## src/rtl/spi_dac_stream_writer_if.sv

```systemverilog
// Word stream into the DAC write engine: valid/ready with data captured on handshake.
interface spi_dac_stream_writer_if #(
  parameter int DATA_W = 16
);
  logic [DATA_W-1:0] s_data;
  logic              s_valid;
  logic              s_ready;

  modport master (output s_data, output s_valid, input s_ready);
  modport slave  (input s_data, input s_valid, output s_ready);
endinterface

```

## src/rtl/spi_dac_stream_writer.sv

```systemverilog
// Serial DAC write engine: queues stream words in a small FIFO and emits one
// CS_N-framed SPI frame per word (SCLK idles high, DAC samples on falling SCLK).
//
// state | meaning
// IDLE  | waiting for a queued word; divider held at 0
// SHIFT | CS_N low, toggling SCLK, presenting one bit per SCLK period
// HOLD  | last bit done, SCLK high, CS_N held low one more half-period
// GAP   | CS_N high for CS_GAP half-periods before the next frame
module spi_dac_stream_writer #(
  parameter int DATA_W     = 16,
  parameter int CLK_DIV    = 2,
  parameter int FIFO_DEPTH = 4,
  parameter int CS_GAP     = 1,
  parameter int LSB_FIRST  = 0
) (
  input  logic                                clk,
  input  logic                                rst_n,
  spi_dac_stream_writer_if.slave              s_if,
  input  logic                                flush,
  output logic [$clog2(FIFO_DEPTH+1)-1:0]     fifo_level,
  output logic                                busy,
  output logic                                frame_done,
  output logic                                dac_cs_n,
  output logic                                dac_sclk,
  output logic                                dac_din
);
  localparam int PTR_W = $clog2(FIFO_DEPTH);
  localparam int LVL_W = $clog2(FIFO_DEPTH+1);
  localparam int BIT_W = $clog2(DATA_W);
  localparam int DIV_W = (CLK_DIV > 1) ? $clog2(CLK_DIV) : 1;
  localparam int GAP_W = (CS_GAP > 0) ? $clog2(CS_GAP+1) : 1;

  typedef enum logic [1:0] {IDLE, SHIFT, HOLD, GAP} state_t;

  state_t            state_q, state_d;
  logic [DATA_W-1:0] mem [FIFO_DEPTH];
  logic [DATA_W-1:0] head;
  logic [PTR_W-1:0]  wr_ptr, rd_ptr;
  logic [LVL_W-1:0]  level_q, level_d;
  logic              s_ready_q;
  logic              push, pop, tick;
  logic [DATA_W-1:0] shreg_q, shreg_d;
  logic [BIT_W-1:0]  bit_cnt_q, bit_cnt_d;
  logic [DIV_W-1:0]  div_cnt_q, div_cnt_d;
  logic [GAP_W-1:0]  gap_cnt_q, gap_cnt_d;
  logic              cs_n_d, sclk_d, din_d, done_d;

  assign push       = s_if.s_valid && s_ready_q;
  assign pop        = (state_q == IDLE) && (level_q != '0);
  assign head       = mem[rd_ptr];
  assign tick       = (div_cnt_q == DIV_W'(CLK_DIV-1));
  assign s_if.s_ready = s_ready_q;
  assign fifo_level = level_q;
  assign busy       = (state_q != IDLE);

  // Next FIFO occupancy; flush wins over a same-cycle push.
  always_comb begin
    level_d = level_q;
    if (flush) begin
      level_d = '0;
    end else begin
      case ({push, pop})
        2'b10:   level_d = level_q + 1'b1;
        2'b01:   level_d = level_q - 1'b1;
        default: level_d = level_q;
      endcase
    end
  end

  // FIFO pointers, level and ready; ready is registered from the next level.
  always_ff @(posedge clk or negedge rst_n) begin
    if (!rst_n) begin
      wr_ptr    <= '0;
      rd_ptr    <= '0;
      level_q   <= '0;
      s_ready_q <= 1'b1;
    end else begin
      if (flush) begin
        rd_ptr <= wr_ptr;
      end else begin
        if (push) wr_ptr <= wr_ptr + 1'b1;
        if (pop)  rd_ptr <= rd_ptr + 1'b1;
      end
      level_q   <= level_d;
      s_ready_q <= (level_d != LVL_W'(FIFO_DEPTH));
    end
  end

  // Word storage; data is captured at push time.
  always_ff @(posedge clk) begin
    if (push && !flush) mem[wr_ptr] <= s_if.s_data;
  end

  // Frame sequencing: next state, divider, shifter and pin values.
  always_comb begin
    state_d   = state_q;
    shreg_d   = shreg_q;
    bit_cnt_d = bit_cnt_q;
    gap_cnt_d = gap_cnt_q;
    cs_n_d    = dac_cs_n;
    sclk_d    = dac_sclk;
    din_d     = dac_din;
    done_d    = 1'b0;
    div_cnt_d = '0;
    if (state_q != IDLE) div_cnt_d = tick ? '0 : div_cnt_q + 1'b1;
    case (state_q)
      IDLE: begin
        if (pop) begin
          shreg_d   = head;
          cs_n_d    = 1'b0;
          sclk_d    = 1'b1;
          din_d     = (LSB_FIRST != 0) ? head[0] : head[DATA_W-1];
          bit_cnt_d = '0;
          state_d   = SHIFT;
        end
      end
      SHIFT: begin
        if (tick) begin
          if (dac_sclk) begin
            sclk_d = 1'b0;
          end else if (bit_cnt_q < BIT_W'(DATA_W-1)) begin
            sclk_d    = 1'b1;
            bit_cnt_d = bit_cnt_q + 1'b1;
            if (LSB_FIRST != 0) begin
              shreg_d = shreg_q >> 1;
              din_d   = shreg_q[1];
            end else begin
              shreg_d = shreg_q << 1;
              din_d   = shreg_q[DATA_W-2];
            end
          end else begin
            sclk_d  = 1'b1;
            din_d   = 1'b0;
            state_d = HOLD;
          end
        end
      end
      HOLD: begin
        if (tick) begin
          cs_n_d = 1'b1;
          done_d = 1'b1;
          if (CS_GAP > 0) begin
            gap_cnt_d = GAP_W'(CS_GAP);
            state_d   = GAP;
          end else begin
            state_d = IDLE;
          end
        end
      end
      GAP: begin
        if (tick) begin
          if (gap_cnt_q <= GAP_W'(1)) state_d = IDLE;
          else gap_cnt_d = gap_cnt_q - 1'b1;
        end
      end
      default: state_d = IDLE;
    endcase
  end

  // Sequencer registers; reset aborts any frame with pins at idle levels.
  always_ff @(posedge clk or negedge rst_n) begin
    if (!rst_n) begin
      state_q    <= IDLE;
      shreg_q    <= '0;
      bit_cnt_q  <= '0;
      div_cnt_q  <= '0;
      gap_cnt_q  <= '0;
      dac_cs_n   <= 1'b1;
      dac_sclk   <= 1'b1;
      dac_din    <= 1'b0;
      frame_done <= 1'b0;
    end else begin
      state_q    <= state_d;
      shreg_q    <= shreg_d;
      bit_cnt_q  <= bit_cnt_d;
      div_cnt_q  <= div_cnt_d;
      gap_cnt_q  <= gap_cnt_d;
      dac_cs_n   <= cs_n_d;
      dac_sclk   <= sclk_d;
      dac_din    <= din_d;
      frame_done <= done_d;
    end
  end
endmodule

```

## src/flat_wrapper.sv

```systemverilog
// flat-port wrapper written by rule: the top's interface ports become plain ports
module spi_dac_stream_writer_flat 
#(
  parameter int DATA_W     = 16,
  parameter int CLK_DIV    = 2,
  parameter int FIFO_DEPTH = 4,
  parameter int CS_GAP     = 1,
  parameter int LSB_FIRST  = 0
)
  (clk, rst_n, flush, fifo_level, busy, frame_done, dac_cs_n, dac_sclk, dac_din, s_if_s_data, s_if_s_valid, s_if_s_ready);
  spi_dac_stream_writer_if #(.DATA_W(DATA_W)) s_if_i ();
  input  logic clk;
  input  logic rst_n;
  input  logic flush;
  output logic [$clog2(FIFO_DEPTH+1)-1:0] fifo_level;
  output logic busy;
  output logic frame_done;
  output logic dac_cs_n;
  output logic dac_sclk;
  output logic dac_din;
  input wire logic [$bits(s_if_i.s_data)-1:0] s_if_s_data;
  input wire logic [$bits(s_if_i.s_valid)-1:0] s_if_s_valid;
  output wire logic [$bits(s_if_i.s_ready)-1:0] s_if_s_ready;
  assign s_if_i.s_data = s_if_s_data;
  assign s_if_i.s_valid = s_if_s_valid;
  assign s_if_s_ready = s_if_i.s_ready;
  spi_dac_stream_writer #(.DATA_W(DATA_W), .CLK_DIV(CLK_DIV), .FIFO_DEPTH(FIFO_DEPTH), .CS_GAP(CS_GAP), .LSB_FIRST(LSB_FIRST)) u_core (.clk(clk), .rst_n(rst_n), .s_if(s_if_i), .flush(flush), .fifo_level(fifo_level), .busy(busy), .frame_done(frame_done), .dac_cs_n(dac_cs_n), .dac_sclk(dac_sclk), .dac_din(dac_din));
endmodule
```

## config.mk

```make
export PLATFORM = sky130hd
export DESIGN_NAME = spi_dac_stream_writer_flat
export DESIGN_NICKNAME = d
export VERILOG_FILES = /design/src/rtl/spi_dac_stream_writer_if.sv /design/src/rtl/spi_dac_stream_writer.sv /design/src/flat_wrapper.sv
export SDC_FILE = /design/constraint.sdc
export NUM_CORES = 1
export LEC_CHECK = 0
export CAP_MARGIN = 40
export CELL_PAD_IN_SITES_DETAIL_PLACEMENT = 1
export CELL_PAD_IN_SITES_GLOBAL_PLACEMENT = 1
export CORE_ASPECT_RATIO = 0.8
export CORE_MARGIN = 1.5
export CORE_UTILIZATION = 26
export CTS_CLUSTER_SIZE = 16
export DETAILED_ROUTE_END_ITERATION = 7
export PLACE_DENSITY_LB_ADDON = 0.08
export RECOVER_POWER = 25
export SETUP_SLACK_MARGIN = 0.15
export SKIP_LAST_GASP = 1
export SLEW_MARGIN = 20
export SYNTH_ARGS = -nofsm -noshare
export SYNTH_HDL_FRONTEND = slang
export SYNTH_SLANG_ARGS = --single-unit
```

## constraint.sdc

```tcl
create_clock -name clk -period 5.25 [get_ports clk]
set_clock_uncertainty 0.05 [all_clocks]
set_input_delay 0.525 -clock clk [delete_from_list [all_inputs] [get_ports clk]]
set_output_delay 0.525 -clock clk [all_outputs]
set_load 0.05 [all_outputs]
```

### Yosys cells after proc, flatten, opt, wreduce, memory -nomap -nowiden

Memories as Yosys holds them, arrays and structs flattened.
Index checks and enable logic that the tools add are counted.
Widths: inputs -> output; s select.

* add/sub/neg operators: 7
* reduce and logical (&&, ||, !) cells: 18
* mux-type cells: 43
* $lt $le $gt $ge: 2
* bitwise logic cells: 1
* equal/unequal tests: 15

Operators by type and width (number)
* $mux 15: 4
* $pmux 15 s2: 1
* $mux 2: 9
* $mux 1: 17
* $mux 4: 4
* $ne 2x1->1 const B: 6
* $reduce_bool 2->1: 5
* $pmux 1 s2: 4
* $pmux 2 s4: 1
* $pmux 4 s2: 1
* $reduce_and 4->1: 2
* $reduce_and 7->1: 1
* $eq 2x2->1 const B: 3
* $ne 2x2->1 const B: 3
* $pmux 3 s2: 1
* $reduce_and 3->1: 2
* $reduce_and 5->1: 1
* $add 2x1->2 const B: 2
* $add 4x1->4 const B: 1
* $eq 2x1->1 const B: 2
* $lt 4x4->1 const B: 1
* $add 3x1->3 const B: 1
* $logic_and 1x1->1: 3
* $mux 3: 1
* 10 further kinds: 10

* RAM bits: 64
* output and inout bits: 9
* logic and storage cells: 100
* memories kept: 1
* bits in registers: 35

Memories
* u_core.mem: words 4, bits a word 16, rd ports 1, clocked after memory_dff 0, wr ports 1, RTL line spi_dac_stream_writer.sv:36 `logic [DATA_W-1:0] mem [FIFO_DEPTH];`

### Depth between registers and ports, before layout

* depth in word-level cells: 6
* gate-level depth with buffers: 10
* depth with buffers taken out: 10

### Worst setup path after synthesis

No wires, ideal clock.

* path type: register -> register
* from: register u_core.state_q[0]
* to: register u_core.s_ready_q, in the netlist u_core.s_if.s_ready
* cell stages (with the launch flop): 11
* data arrival time: 2451 ps
* library setup time: 82 ps
* path slack: 2668 ps
* required time: 5118 ps
* path through: dfrtp_1 -> inv_1 -> ha_1 -> inv_1 -> nor2_1 -> ha_1 -> fa_1 -> xnor2_1 -> or3_1 -> a21oi_1 -> nand2_1

* word-level cells in the longest chain between the ends: 6

Ends and longest elaborated chain
* start, declared: RTL line spi_dac_stream_writer.sv:35 `state_t state_q, state_d;`
* start signal, assigned: RTL line spi_dac_stream_writer.sv:173 `state_q <= state_d;`
* $logic_not 2->1 (*): RTL line spi_dac_stream_writer.sv:49 `assign pop = (state_q == IDLE) && (level_q != '0);`
* $logic_and 1x1->1 (*): RTL line spi_dac_stream_writer.sv:49
* $eq 2x1->1 / $eq 2x2->1 (equally long branches): RTL line spi_dac_stream_writer.sv:62 `case ({push, pop})`
* $pmux 3 s2 (*): RTL line spi_dac_stream_writer.sv:62
* $mux 3 (*): RTL line spi_dac_stream_writer.sv:59 `if (flush) begin`
* named net u_core.level_d[2]: RTL line spi_dac_stream_writer.sv:39 `logic [LVL_W-1:0] level_q, level_d;`
* $ne 3x3->1 (*): RTL line spi_dac_stream_writer.sv:85 `s_ready_q <= (level_d != LVL_W'(FIFO_DEPTH));`
* end signal, assigned: RTL line spi_dac_stream_writer.sv:85
* end, declared: RTL line spi_dac_stream_writer.sv:40 `logic s_ready_q;`

Mark *: on every way through the listed nets, which the timed path passes. The rest lies on a longest branch.
A chain may end at the register's enable or synchronous reset.

### Worst setup path after layout

* from: register u_core.state_q[1]
* to: register u_core.shreg_q[4]

* word-level cells in the longest chain between the ends: 4

Ends and longest elaborated chain
* $logic_not 2->1: RTL line spi_dac_stream_writer.sv:49, spi_dac_stream_writer.sv:106
* $logic_and 1x1->1: RTL line spi_dac_stream_writer.sv:49
* $ne 2x1->1 (no source line)
* $reduce_and 5->1 (no source line)
* end signal, assigned: RTL line spi_dac_stream_writer.sv:174 `shreg_q <= shreg_d;`
* end, declared: RTL line spi_dac_stream_writer.sv:42 `logic [DATA_W-1:0] shreg_q, shreg_d;`

Several ways; a longest one is shown, not always the timed one.

==> summary.md <==
| Metric | Value |
|---|---|
| Status | `finished clean` |
| Hold buffers post-CTS | `0` |
| M1 wire length | `4760 µm` |
| Met2 routed WL | `3930 µm` |
| Worst slew margin | `0.267` |
| Finished Cell Area | `0.00503 mm²` |
| GRT overflow | `0` |
| Pwr dens | `581 mW/mm²` |
| Setup Viol. Count Final | `0` |
| Die Span Y | `116 µm` |
| Top Metal Used | `met4` |
| Total power | `2.92 mW` |
| Crit-path max FO | `22` |
| Dpl hpwl | `6240 µm` |
| ANT cells | `0` |
| Final worst slack | `2.61 ns` |
| DR iter-0 viols | `95` |
| Crit end category | `flop` |
| Gate power share | `0.371` |
| CTS sink cnt | `98` |
| Maximum clock frequency | `0.379 GHz` |
| Core Area | `0.0157 mm²` |
| Max-slew violations | `0` |
| Max_cap viols | `0` |
| Cell internal pwr | `1.88 mW` |
| CTS tree | `done` |
| Total GRT Usage | `0.119` |
| Fraction of synthesis flops using an asynchronous set or reset pin | `0.347` |
| Min Tclk post-route | `2.64 ns` |
| Cts repair resizes | `0` |
| Slowest CP cell | `inv_1` |
| CP Launch Type | `flop` |
| VDD IR max | `0.172 mV` |
| Net switching power figure | `1.04 mW` |
| Port bufs | `28` |
| Setup CP Type | `reg -> reg` |
| Final period util | `0.502` |
| H-tree levels | `3` |
| Std-Cell Rows | `41` |
| Syn_nets | `327` |
| DR pass1 iterations | `4` |
| Syn avg cell area | `14.1 µm²` |
| RSZ-0062 raised after global routing | `false` |
| Wirelength per Cell | `16.7 µm` |
| Ports | `29` |
| Final WL | `9120 µm` |
| Worst-path cell chain | `inv_1 > ha_1 > inv_1 > nand2_1 > o221ai_1 > o21ai_1` |
| Post-synth EDFFs | `64` |
| Slew @ Worst Pin | `1.10 ns` |
| Place WS | `2.54 ns` |
| Syn Inst Count | `296` |
| Root Buffer Master | `clkbuf_16` |
| Vias/cell | `4.36` |
| Sequential fraction of the synthesis area | `0.666` |
| Crit path largest cell delay | `0.63 ns` |
| Final #Nets | `356` |
| Reg clk slew, reported paths | `0.07 ns` |
| WP data required | `5.43 ns` |
| Pin count of the biggest net entering global routing | `46` |
| Commonest non-fill, non-tap cell in the layout | `edfxtp_1` |
| Num CTS Buffers | `9` |
| Synthesized cell area | `0.00417 mm²` |
| Area growth, synth to finish | `20.6%` |
| Post-CTS setup buffers | `0` |
| Synth cell types | `43` |
| Bufs on Longest Clock Path | `2` |
| #FFs+latches synth | `98` |
| Most frequent CP cell | `inv_1` |
| Final hold vios | `0` |
| Most frequent cells in the layout | `edfxtp_1, dfrtp_1, nand2_1` |
| Most used DFF post-synth | `edfxtp_1` |
| Skew-Pair Late Insertion Delay | `0.35 ns` |
| Antenna Nets Post-Route | `0` |
| Share of layout cells above drive strength 1 | `0.136` |
| DRC | `0` |
| Die width | `145 µm` |
| Vias in the first global route | `2,521` |
| Critical path arrival | `2.82 ns` |
| Routability cong. | `0.667` |
| First-pass GRT wire length | `14,600 µm` |
| Starting Density | `0.265` |
| Yosys warnings | `0` |
| Fillers | `1,681` |
| Hold Crit Class | `in -> async` |
| Sequential power share | `0.381` |
| Placed cell areas | `0.00472 mm²` |
| DR WL met3 | `339 µm` |
| Vias | `2,377` |
| Clock power share | `0.248` |
| Initial antenna violation count | `0` |
| WHS | `0.252 ns` |
| Sequential Area | `0.00278 mm²` |
| Die area | `0.0168 mm²` |
| Footprint of the multi-input gates | `0.00126 mm²` |
| Setup_tns | `0 ns` |
| Net Sw Frac | `0.356` |
| Leakage | `1.83 nW` |
-- per-layer routing --
layer,global-route usage,vias to the layer above
met2,0.175,25
met5,0,-
li1,-,1162
met3,0.0414,7
met1,0.168,1183
met4,0.0323,0
-- state kept, by name, indices dropped and copies added, names as in the netlist --
| register | flops |
|---|---|
| u_core.bit_cnt_q | 4 |
| u_core.s_if.s_ready | 1 |
| u_core.frame_done | 1 |
| u_core.fifo_level | 3 |
| u_core.div_cnt_q | 1 |
| u_core.wr_ptr | 2 |
| u_core.dac_din | 1 |
| u_core.state_q | 2 |
| u_core.shreg_q | 15 |
| u_core.mem | 64 |
| u_core.rd_ptr | 2 |
| u_core.dac_cs_n | 1 |
| u_core.dac_sclk | 1 |
-- power by group through the flow --
stage	Clock (mW)	Combinational, mW	Sequential [mW]
4_1_cts	0.755	1.12	1.12
6_report	0.726	1.08	1.11
5_1_grt	0.780	1.23	1.14
3_5_place_dp	0	1.12	1.13
2_1_floorplan	0	0.772	1.17
3_3_place_gp	0	1.06	1.13
-- logic make-up after synthesis --
| family | after synthesis | synth area share |
|---|---|---|
| XOR/XNOR | 5 | 0.0105 |
| adder cells (fa/ha/maj) | 11 | 0.0348 |
| AND/OR/NAND/NOR | 73 | 0.0897 |
| AO/OA/AOI/OAI | 65 | 0.114 |
| multiplexers | 18 | 0.0537 |
| buffers and inverters | 26 | 0.0312 |
| flip-flops | 98 | 0.666 |
-- per-stage QoR --
step	util	cells
2_1_floorplan	-	296
3_3_place_gp	0.294	523
3_5_place_dp	0.300	529
4_1_cts	0.321	545
5_1_grt	0.319	545
6_report	0.319	545
-- worst max-delay path: cells and delay by family, from the launching register on --
family | cells | cell delay, ns
flip-flops | 1 | 0.39
AND/OR/NAND/NOR | 1 | 0.58
buffers and inverters | 2 | 0.70
AO/OA/AOI/OAI | 2 | 0.49
adder cells (fa/ha/maj) | 1 | 0.29
-- Yosys cell counts, types with 2 or more instances --
master / number / area (µm²)
buf_2: 8 / 40.0
mux4_2: 2 / 45.0
ha_1: 10 / 125
and4b_1: 2 / 20.0
clkbuf_1: 5 / 18.8
inv_1: 9 / 33.8
or3_1: 2 / 12.5
dfrtp_1: 31 / 776
o21ai_1: 4 / 20.0
a211o_1: 14 / 123
a31oi_1: 4 / 25.0
and2_1: 5 / 31.3
nand3_1: 5 / 25.0
o21ai_0: 15 / 75.1
buf_6: 3 / 33.8
mux2_2: 15 / 169
dfstp_2: 3 / 78.8
nor2_1: 10 / 37.5
a21oi_1: 5 / 25.0
nor2b_1: 14 / 87.6
edfxtp_1: 64 / 1920
xor2_1: 2 / 17.5
nand2_1: 28 / 105
xnor2_1: 3 / 26.3
o221ai_1: 15 / 131
-- final timing paths --
| kind | startpoint | cells past startpoint | to | slack [ns] |
|---|---|---|---|---|
| hold reg to reg | u_core.shreg_q[10]$_DFFE_PN0P_ | 2 | u_core.shreg_q[10]$_DFFE_PN0P_ | 0.44 |
| setup / recovery | u_core.state_q[1]$_DFFE_PN0P_ | 6 | u_core.shreg_q[4]$_DFFE_PN0P_ | 2.61 |
| hold / removal | rst_n | 1 | u_core.bit_cnt_q[1]$_DFFE_PN0P_ | 0.25 |
| min in group clk | u_core.shreg_q[10]$_DFFE_PN0P_ | 2 | u_core.shreg_q[10]$_DFFE_PN0P_ | 0.44 |
| max in group asynchronous | rst_n | 2 | u_core.shreg_q[2]$_DFFE_PN0P_ | 3.39 |
| setup reg to reg | u_core.state_q[1]$_DFFE_PN0P_ | 6 | u_core.shreg_q[4]$_DFFE_PN0P_ | 2.61 |
-- layout make-up --
cell class,instances,area share
multi-input combinational,172,0.251
clock inverter,4,0.0147
inverter,9,0.00672
sequential,98,0.552
tap,215,0.0535
clock buffer,12,0.0510
timing repair buffer,35,0.0709
(Power assumes the default switching activity.)
